**src/rtl/fifo_wr_arb.sv**
```systemverilog
// Round-robin write-port arbiter feeding the asyn_fifo write side.
// Grants one requester at a time for bursts of up to MAX_BURST words, gated on wfull.
module fifo_wr_arb #(
  parameter int NUM_REQ    = 4,
  parameter int DATA_WIDTH = 32,
  parameter int MAX_BURST  = 4,
  localparam int IDW = $clog2(NUM_REQ),
  localparam int BCW = $clog2(MAX_BURST + 1)
) (
  input  logic                          wclk,
  input  logic                          wrst_n,
  input  logic [NUM_REQ-1:0]            req_valid,
  input  logic [NUM_REQ*DATA_WIDTH-1:0] req_data,
  output logic [NUM_REQ-1:0]            req_ready,
  input  logic                          wfull,
  output logic                          winc,
  output logic [DATA_WIDTH-1:0]         wdata,
  output logic [IDW-1:0]                gnt_id,
  output logic                          busy,
  output logic [15:0]                   wr_count
);

  typedef enum logic {IDLE, BURST} state_t;

  state_t                             r_state, w_state_nxt;
  logic [IDW-1:0]                     r_gnt_id, w_sel;
  logic [BCW-1:0]                     r_beat_cnt;
  logic [15:0]                        r_wr_count;
  logic [NUM_REQ-1:0][DATA_WIDTH-1:0] w_req_data;
  logic                               w_any, w_gvalid, w_xfer, w_last, w_busy;

  assign w_req_data = req_data;
  assign w_any      = |req_valid;
  assign w_gvalid   = req_valid[r_gnt_id];
  assign w_busy     = (r_state == BURST);

  // Descending scan so the lowest offset after the last holder wins.
  always_comb begin
    w_sel = r_gnt_id;
    for (int k = NUM_REQ; k >= 1; k--) begin
      logic [IDW-1:0] li;
      li = IDW'((int'(r_gnt_id) + k) % NUM_REQ);
      if (req_valid[li]) w_sel = li;
    end
  end

  always_ff @(posedge wclk or negedge wrst_n) begin
    if (!wrst_n) r_state <= IDLE;
    else         r_state <= w_state_nxt;
  end

  always_comb begin
    w_state_nxt = r_state;
    w_xfer      = 1'b0;
    w_last      = 1'b0;
    case (r_state)
      IDLE: if (w_any) w_state_nxt = BURST;
      BURST: begin
        w_xfer = w_gvalid && !wfull;
        w_last = w_xfer && (r_beat_cnt == BCW'(MAX_BURST - 1));
        if (!w_gvalid || w_last) w_state_nxt = IDLE;
      end
      default: w_state_nxt = IDLE;
    endcase
  end

  always_ff @(posedge wclk or negedge wrst_n) begin
    if (!wrst_n) begin
      r_gnt_id   <= IDW'(NUM_REQ - 1);
      r_beat_cnt <= '0;
      r_wr_count <= '0;
    end else begin
      if (r_state == IDLE && w_any) begin
        r_gnt_id   <= w_sel;
        r_beat_cnt <= '0;
      end
      if (w_xfer) begin
        r_beat_cnt <= r_beat_cnt + BCW'(1);
        r_wr_count <= r_wr_count + 16'd1;
      end
    end
  end

  for (genvar i = 0; i < NUM_REQ; i++) begin : g_rdy
    assign req_ready[i] = w_busy && (r_gnt_id == IDW'(i)) && !wfull;
  end

  assign winc     = w_xfer;
  assign wdata    = w_req_data[r_gnt_id];
  assign gnt_id   = r_gnt_id;
  assign busy     = w_busy;
  assign wr_count = r_wr_count;

endmodule

```
**config.mk**
```make
export PLATFORM = sky130hd
export DESIGN_NAME = fifo_wr_arb
export DESIGN_NICKNAME = d
export VERILOG_FILES = /design/src/rtl/fifo_wr_arb.sv
export SDC_FILE = /design/constraint.sdc
export NUM_CORES = 1
export LEC_CHECK = 0
export ABC_AREA = 1
export CORE_ASPECT_RATIO = 1.75
export CORE_MARGIN = 1.5
export CORE_UTILIZATION = 33
export CTS_CLUSTER_SIZE = 10
export DETAILED_ROUTE_END_ITERATION = 10
export PLACE_DENSITY_LB_ADDON = 0.25
export SLEW_MARGIN = 10
export SYNTH_ARGS = -nofsm -noshare
export SYNTH_HDL_FRONTEND = slang
export SYNTH_SLANG_ARGS = --single-unit
export TNS_END_PERCENT = 1
```
**constraint.sdc**
```tcl
create_clock -name wclk -period 2.2 [get_ports wclk]
set_clock_uncertainty 0.05 [all_clocks]
set_input_delay 0.33 -clock wclk [delete_from_list [all_inputs] [get_ports wclk]]
set_output_delay 0.33 -clock wclk [all_outputs]
set_load 0.01 [all_outputs]
```
==> flow_results.org, run 1 <==
** Clock network
- The number of gates resized after CTS was 10.
- The later pin in the worst-skew pair is clocked with a latency of 260 ps.
- Maximum level of the CTS H-tree :: 1
- For this design, the sink count on the clock tree is 22.
- Once the clock tree was built, the setup fixing pass inserted 0 buffers.
- Root buffer cell :: clkbuf_16
- TritonCTS built the clock tree.
- For this design, the CTS-stage hold fixing added 0 buffers.
- Maximum number of buffers from clock root to sink :: 2
- The number of clock buffers added by TritonCTS is 3.
- Clock transition at the registers of the reported paths :: 60 ps

** Detailed routing
- Number of nets with antenna violations after detailed routing :: 0
- Using the TritonRoute via totals, the vias-per-cell ratio works out to 5.169.
- Remaining DRCs :: 0
- Average wire per standard cell :: 14.81 um
- The first TritonRoute pass finished after 4 iterations.
- Via Count :: 3391
- Number of DRC markers in iteration 0 :: 184
- The final layout contains routed wiring with a total length of 9718 um.

** Power
- Sum of internal, switching and leakage power :: 4.801 mW
- Reported leakage power :: 1.929 nW
- Power spread over the standard cell area amounts to 1072 nW/um2.
- Worst vdd ir :: 540.0 uV

** Global routing
- The number of antenna violations at the first check in global routing was 0.
- Entering global routing, the biggest net connects 47 pins.
- After global routing the overflow that remains totals 0.
- In the global route stage, overall resource usage came out at 25.10%.
- First-pass GRT wire length :: 15200 um
- Vias in the first global route :: 3227

** Timing
- Maximum clock frequency :: 415.7 MHz
- At the pin with the least slew margin, the transition time is 390.0 ps.
- The worst path in the final design needs a cycle of 2406 ps, including I/O delays and setup.
- Unrepaired setup endpoints after global routing :: yes
- The final max-slew violation count was 0.
- After routing, the total negative slack on setup checks comes to -3806 ps.
- Once routing completed, OpenROAD measured the worst setup slack at -205.7 ps.
- Measured against its own limit, the worst slew margin works out to 73.88%.
- Setup violations remaining at the end of the flow were counted as 24.
- On the final layout, the worst hold slack is 373.3 ps.
- Post-route clock period utilization :: 109.3%
- Number of endpoints with negative hold slack in the final report :: 0

** Setup path
- The largest single stage delay on the critical path is 650 ps.
- The worst setup path is captured at an output port.
- Start point of the critical path :: gnt_id[0]$_DFFE_PN1P_
- Walking the worst path, the cells encountered are buf_8, o21ai_0, o22ai_1, clkdlybuf4s50_1.
- Data on the critical path is required at its endpoint by 1820 ps.
- The worst setup path is launched from a register.
- The slowest stage of the critical path is the dfstp_2 cell.
- Largest fanout of any net on the critical path :: 32
- Cell type group with the largest total delay on the critical path :: buffers and inverters
- The endpoint identified for the worst register-to-register timing path is wr_count[5]$_DFFE_PN0P_.
- In this run the worst setup path terminates at wdata[20].
- Path length in cells of the critical path :: 4
- In this run the critical register-to-register path is launched from gnt_id[0]$_DFFE_PN1P_.
- Worst Path Arrival :: 2030 ps
- Number of buffers and inverters on the critical path :: 2
- Register-to-register path setup slack :: 380 ps
- The critical path in this run is classified as register to output port.
- The number of cells on the worst reg-to-reg path is 8.

** Yosys
- Share of the synthesized area in the top cell type :: 21.49%
- Largest cells by area after synthesis :: dfrtp_1 (21%), o21ai_0 (15%), nor2_1 (15%)
- During synthesis, Yosys emitted a total of 0 warnings.
- Netlist area before placement :: 2328 um2
- Synth unique cells :: 31
- Counting every instance in the synthesized netlist gives 388.
- Net count after synthesis :: 530
- In this run, synthesis produced a sequential element count of 22.
- Share of synthesized area occupied by flip-flops and latches :: 23.75%
- The average instance in the mapped netlist occupies 6.001 um2.
- Library cell with the largest summed area after synthesis :: dfrtp_1

** Run status
- The flow ran to the end, but the final reports show violations.
- Violated checks :: negative setup slack

** Placed design
- The HPWL after detailed placement is 7835 um.
- The congestion estimate from routability-driven global placement came to 0.8061.
- Port buffering added 190 buffers.

** Finish
- Nets :: 715
- From synthesis to final layout, the design area changed by 92.26%.
- Of the cells placed in the final design, the portion with a size suffix greater than 1 is 5.420%.
- The repair_antennas step left the layout with diodes totalling 0.

** Floorplanning
- The initial utilization of the core area, before any placement, comes to 33.96%.
- Die boundary height :: 114.1 um
- Placeable core area :: 6857 um2
- Die area :: 7589 um2
- From left edge to right edge, the die measures 66.50 um.
- During I/O placement, the number of pins put on the boundary was 191.
- After floorplanning, the core was divided into 40 placement rows.

** Hold path
- Path class of the lowest-slack min-delay path :: primary input to async pin

** Job
- Max-cap violations in this run came to 0.
==> logic make-up (layout without fill, tap and decap cells) <==
kind of cell	Yosys count	in the layout	share of synthesized area (%)
xor gates and xnor gates	10	10	3.762
and+or+nand+nor	195	195	33.80
DFF	22	22	23.75
buffers and inverters	45	229	9.564
AOI/OAI and AO/OA	109	109	25.36
adders and majority gates	7	7	3.761
==> layout make-up <==
class	instances	area, um2
inverters	21	91.34
well taps	84	105.1
fillers	613	2380
clock buffers	3	75.07
multi-input cells	321	1553
clock inverters	1	30.03
flip-flops and latches	22	553.0
repair buffers	204	2069
==> registers in the layout (all words and copies together) (netlist names) <==
register,count
wr_count,16
busy,1
gnt_id,2
r_beat_cnt,3
==> synth_stat cells (all sizes together) <==
master  count
o21ai      74
ha          7
clkbuf     11
nor3        1
nor2       94
xnor2       2
a31oi       1
dfstp       2
dfrtp      20
nand2      82
buf        13
o22ai      32
inv        21
nand3      16
nand3b      1
nand4       1
a21oi       2
xor2        8
==> per-stage QoR <==
step	utilization, %	cell area [um2]	cells	setup slack, ps
floorplan	-	2328	388	295.8
global placement	63.32	4342	652	38.15
detailed placement	63.32	4342	652	35.20
CTS	64.87	4448	656	-199.2
global route	65.29	4477	656	-275.1
finish	65.29	4477	656	-205.7
==> power breakdown <==
part	switching [mW]	internal [mW]	total, mW
combinational	1.86	1.75	3.61
sequential	0.155	0.523	0.678
clock	0.151	0.362	0.513
==> worst min path at each step <==
stage / start / end / cells past startpoint
2_1_floorplan: wrst_n / busy$_DFF_PN0_ / 0
3_3_place_gp: r_beat_cnt[0]$_DFFE_PN0P_ / r_beat_cnt[0]$_DFFE_PN0P_ / 1
3_5_place_dp: r_beat_cnt[0]$_DFFE_PN0P_ / r_beat_cnt[0]$_DFFE_PN0P_ / 1
4_1_cts: wrst_n / wr_count[13]$_DFFE_PN0P_ / 2
5_1_grt: wrst_n / wr_count[9]$_DFFE_PN0P_ / 2
6_report: wrst_n / wr_count[9]$_DFFE_PN0P_ / 2
==> worst register-to-register path, delay by kind of cell, from the launching register on <==
kind | cells | cell delay (ps)
xor gates and xnor gates | 1 | 150
buffers and inverters | 2 | 430
DFF | 1 | 650
and+or+nand+nor | 5 | 420
==> metal layers <==
| layer | up-vias | GRT usage (%) | wire length [um] |
|---|---|---|---|
| met3 | 21 | 5.605 | 782 |
| met1 | 1544 | 28.63 | 3538 |
| met2 | 166 | 44.67 | 5109 |
| li1 | 1660 | - | - |
| met4 | 0 | 8.980 | 287 |
| met5 | - | 0 | 0 |
==> cell usage in the layout, fill, tap and decap left out, types with 2 or more instances in the layout <==
cell type and n:
dlygate4sd2_1 7, nand3_1 15, dfstp_2 2, nand2_2 3, o21ai_1 3, inv_1 18
nand2_1 78, dfrtp_1 20, xor2_1 8, xnor2_1 2, dlymetal6s2s_1 6, a21oi_1 2
o21ai_0 70, nor2_1 93, clkbuf_16 3, clkdlybuf4s50_1 177, buf_12 3, ha_1 7
buf_4 8, o22ai_1 32, buf_8 2
Power figures use the tool's default switching activity.
==> run 2, diff against run 1 <==
--- a/config.mk
+++ b/config.mk
@@ -8,3 +8,2 @@
 export ABC_AREA = 1
-export CORE_ASPECT_RATIO = 1.75
 export CORE_MARGIN = 1.5
@@ -13,2 +12,3 @@
 export DETAILED_ROUTE_END_ITERATION = 10
+export HOLD_SLACK_MARGIN = 0.15
 export PLACE_DENSITY_LB_ADDON = 0.25
--- a/constraint.sdc
+++ b/constraint.sdc
@@ -4,2 +4,2 @@
 set_output_delay 0.33 -clock wclk [all_outputs]
-set_load 0.01 [all_outputs]
+set_load 0.005 [all_outputs]
==> run 2 against run 1 <==
  * The run still ends with negative setup slack left
  * First-iteration DRC count down 41%
  * Critical path depth up 1
  * Critical path type unchanged
  * Cell count up 2.7%
  * Final area about the same
  * Maximum frequency up 2.0%
  * Largest cell class unchanged
  * Sequential share of layout area about the same
==> flow_results.org, run 2 (synthesized netlist as in run 1, its figures left out) <==
** Run status
- The run finished, with violations left.
- The final reports fail on negative setup slack.

** Detailed routing
- Number of DRC markers in iteration 0 :: 108 (-41%)
- The per-cell routed wire length is 13.86 um (-6.4%).
- Number of nets with antenna violations after detailed routing :: 0 (unchanged)
- Total wire length :: 9344 um (-3.8%)
- The detailed-router iteration count before antenna repair is 5 (+1).
- Via Count :: 3362 (-0.86%)
- The via density per instance came to 4.988 (-3.5%).
- Remaining DRCs :: 0 (unchanged)

** Timing
- Minimum clock period :: 2358 ps (-48.01 ps)
- Maximum clock frequency :: 424.1 MHz (+2.0%)
- The worst-case hold slack came to 362.8 ps (-10.45 ps).
- Setup repair after global routing could not meet its margin everywhere.
- The post-route fraction of the period consumed by the critical path was 107.2% (-2.2 points).
- The worst slew slack as a fraction of its limit came to 75.37% (+1.5 points).
- Transition time at the pin with the least slew margin :: 367.7 ps (-22.31 ps)
- The count of endpoints failing setup in the final report was 14 (-42%).
- The final max-slew violation count was 0 (unchanged).
- The number of failing hold endpoints at the final stage was 0 (unchanged).
- Final WS setup :: -157.7 ps (+48.01 ps)

** Floorplanning
- The die extent in x was 87 um (+31%).
- The die footprint came to 7569 um2 (-0.26%).
- Die boundary height :: 87 um (-24%)
- Effective utilization at floorplan :: 34.27% (+0.31 points)
- Top-level port count :: 191 (unchanged)
- The site row count is 30 (-25%).
- The area of the placeable core is 6794 um2 (-0.91%).

** Clock network
- The clock transition at the registers of the reported paths is 80 ps (+20 ps).
- The tree is rooted in a clkbuf_8.
- The total number of clock tree sinks is 22 (unchanged).
- The number of clock buffers inserted by TritonCTS is 3 (unchanged).
- The clock insertion delay at the later pin of the skew report came to 270 ps (about the same).
- Quantity of hold-fixing buffers added after cts :: 0 (unchanged)
- TritonCTS built the clock tree.
- The H-tree depth came to 1 (unchanged).
- Maximum number of buffers from clock root to sink :: 2 (unchanged)

** Setup path
- Register-to-register path setup slack :: 380 ps (about the same)
- For this design, the slowest cell found on the critical path is dfstp_2.
- The stage delay of the slowest cell on the critical path is 590 ps (-60 ps).
- By startpoint and endpoint, the worst setup path is classified as register to output port.
- STA classifies the critical path endpoint as an output port.
- The worst setup path is launched from a register.
- The critical path required time is 1820 ps (about the same).
- Series of cell instances along the critical path :: buf_12, buf_12, o21ai_0, o22ai_1, clkdlybuf4s50_1
- CP most frequent cell :: buf_12
- The maximum net fanout on the critical path was 36 (+13%).
- Cell type group with the largest total delay on the critical path :: buffers and inverters
- The data arrival at the endpoint of the critical path was 1980 ps (-50 ps).
- The worst path buffer plus inverter count was 3 (+1).

** Finish
- Layout cells sized above 1 :: 6.920% (+1.5 points)
- In the layout the commonest cells are clkdlybuf4s50_1 (168), nor2_1 (92), nand2_1 (78).
- Nets :: 721 (+0.84%)
- The final-layout fill cell count came to 624 (+1.8%).
- Leading cell type in the layout, fill and taps excluded :: clkdlybuf4s50_1
- The diode insertion count for antenna repair came to 0 (unchanged).
- Flip-flop count of the largest register after layout :: 16 (unchanged)
- Area growth from synthesis to layout :: 92.37% (about the same)

** Global routing
- The number of global-route vias before repair came to 3381 (+4.8%).
- The first-pass GRT wire length is 15060 um (-0.91%).
- Maximum number of pins on one net before global-route repair :: 40 (-15%)
- The total congestion overflow was 0 (unchanged).
- Total Routing Usage GR :: 25.06% (-0.040 points)
- The number of antenna violations at the first check in global routing is 0 (unchanged).

** Power
- The reported leakage power is 1.924 nW (-0.24%).
- Sum of internal, switching and leakage power :: 4.409 mW (-8.2%)
- Total power per unit cell area :: 984.4 nW/um2 (-8.2%)
- Worst vdd ir :: 539.9 uV (about the same)

** Job
- The number of violations of the max-capacitance limit is 0 (unchanged).

** Hold path
- In this run the worst hold path is classified as primary input to async pin.

** Placed design
- Global placer's final weighted congestion :: 0.9594 (+19%)
- The number of port buffers was 190 (unchanged).
- The detailed placer's ending HPWL was 7733 um (-1.3%).
[run 2: cell types whose count changed in the layout (fill, tap and decap cells not counted), sizes merged]
cell / before / now
dlymetal6s2s: 6 / 2
clkdlybuf4s50: 177 / 168
dlygate4sd2: 7 / 19
buf: 14 / 21
[run 2: metrics by stage]
stage                     instance area (um2)  std cells  utilization, %  setup WS [ps]  TNS [ps]
final                                    4479        674           65.93         -157.7     -1602
after global routing                     4479        674           65.93         -261.6     -2927
after CTS                                4466        674           65.73         -190.0     -2046
after detailed placement                 4374        668           64.38          24.45         0
after global placement                   4374        668           64.38          32.23         0
after floorplan                          2328        388               -          320.5         0
[run 2: path summary, 6_finish.rpt]
path                                                start                        end  cells past startpoint
worst min-delay path                               wrst_n   wr_count[14]$_DFFE_PN0P_                      2
min in group wclk               r_beat_cnt[0]$_DFFE_PN0P_  r_beat_cnt[0]$_DFFE_PN0P_                      1
worst min register to register  r_beat_cnt[0]$_DFFE_PN0P_  r_beat_cnt[0]$_DFFE_PN0P_                      1
max in group asynchronous                          wrst_n      gnt_id[0]$_DFFE_PN1P_                      2
worst max-delay path                gnt_id[0]$_DFFE_PN1P_                   wdata[9]                      5
worst max register to register      gnt_id[0]$_DFFE_PN1P_    wr_count[2]$_DFFE_PN0P_                      9
[run 2: repair_timing]
action / CTS / global route
setup buffers: 2 / 0
gates resized for setup: 30 / 15
pin swaps: 2 / 1
setup endpoints to repair: 36 / 26
[run 2: layout make-up]
cell class                 count  area [um2]  area share [%]
sequential                    22       553.0           12.35
inverter                      21       86.33           1.927
clock buffer                   3       41.29          0.9218
tap                           96       120.1           2.682
timing repair buffer         210        2087           46.59
multi-input combinational    321        1562           34.86
clock inverter                 1       30.03          0.6704
[run 2: power by group]
| part | total (mW) | internal (mW) | switching (mW) |
|---|---|---|---|
| clock network | 0.382 | 0.243 | 0.139 |
| registers | 0.657 | 0.522 | 0.135 |
| logic | 3.37 | 1.73 | 1.64 |
| total | 4.41 | 2.49 | 1.92 |
[run 2: routing by layer]
layer / track usage [%] / vias up / part of all wire (%)
met5: 0 / - / 0
met4: 11.44 / 0 / 4.4
met3: 6.825 / 32 / 7.8
met2: 46.09 / 142 / 50
met1: 26.39 / 1515 / 38
li1: - / 1673 / -
[run 2: worst reg2reg max path, delay by kind of cell (launching register included)]
family | cells | cell delay, ps
XOR/XNOR | 1 | 140
buffers and inverters | 3 | 500
AND/OR/NAND/NOR | 5 | 420
flip-flops | 1 | 590
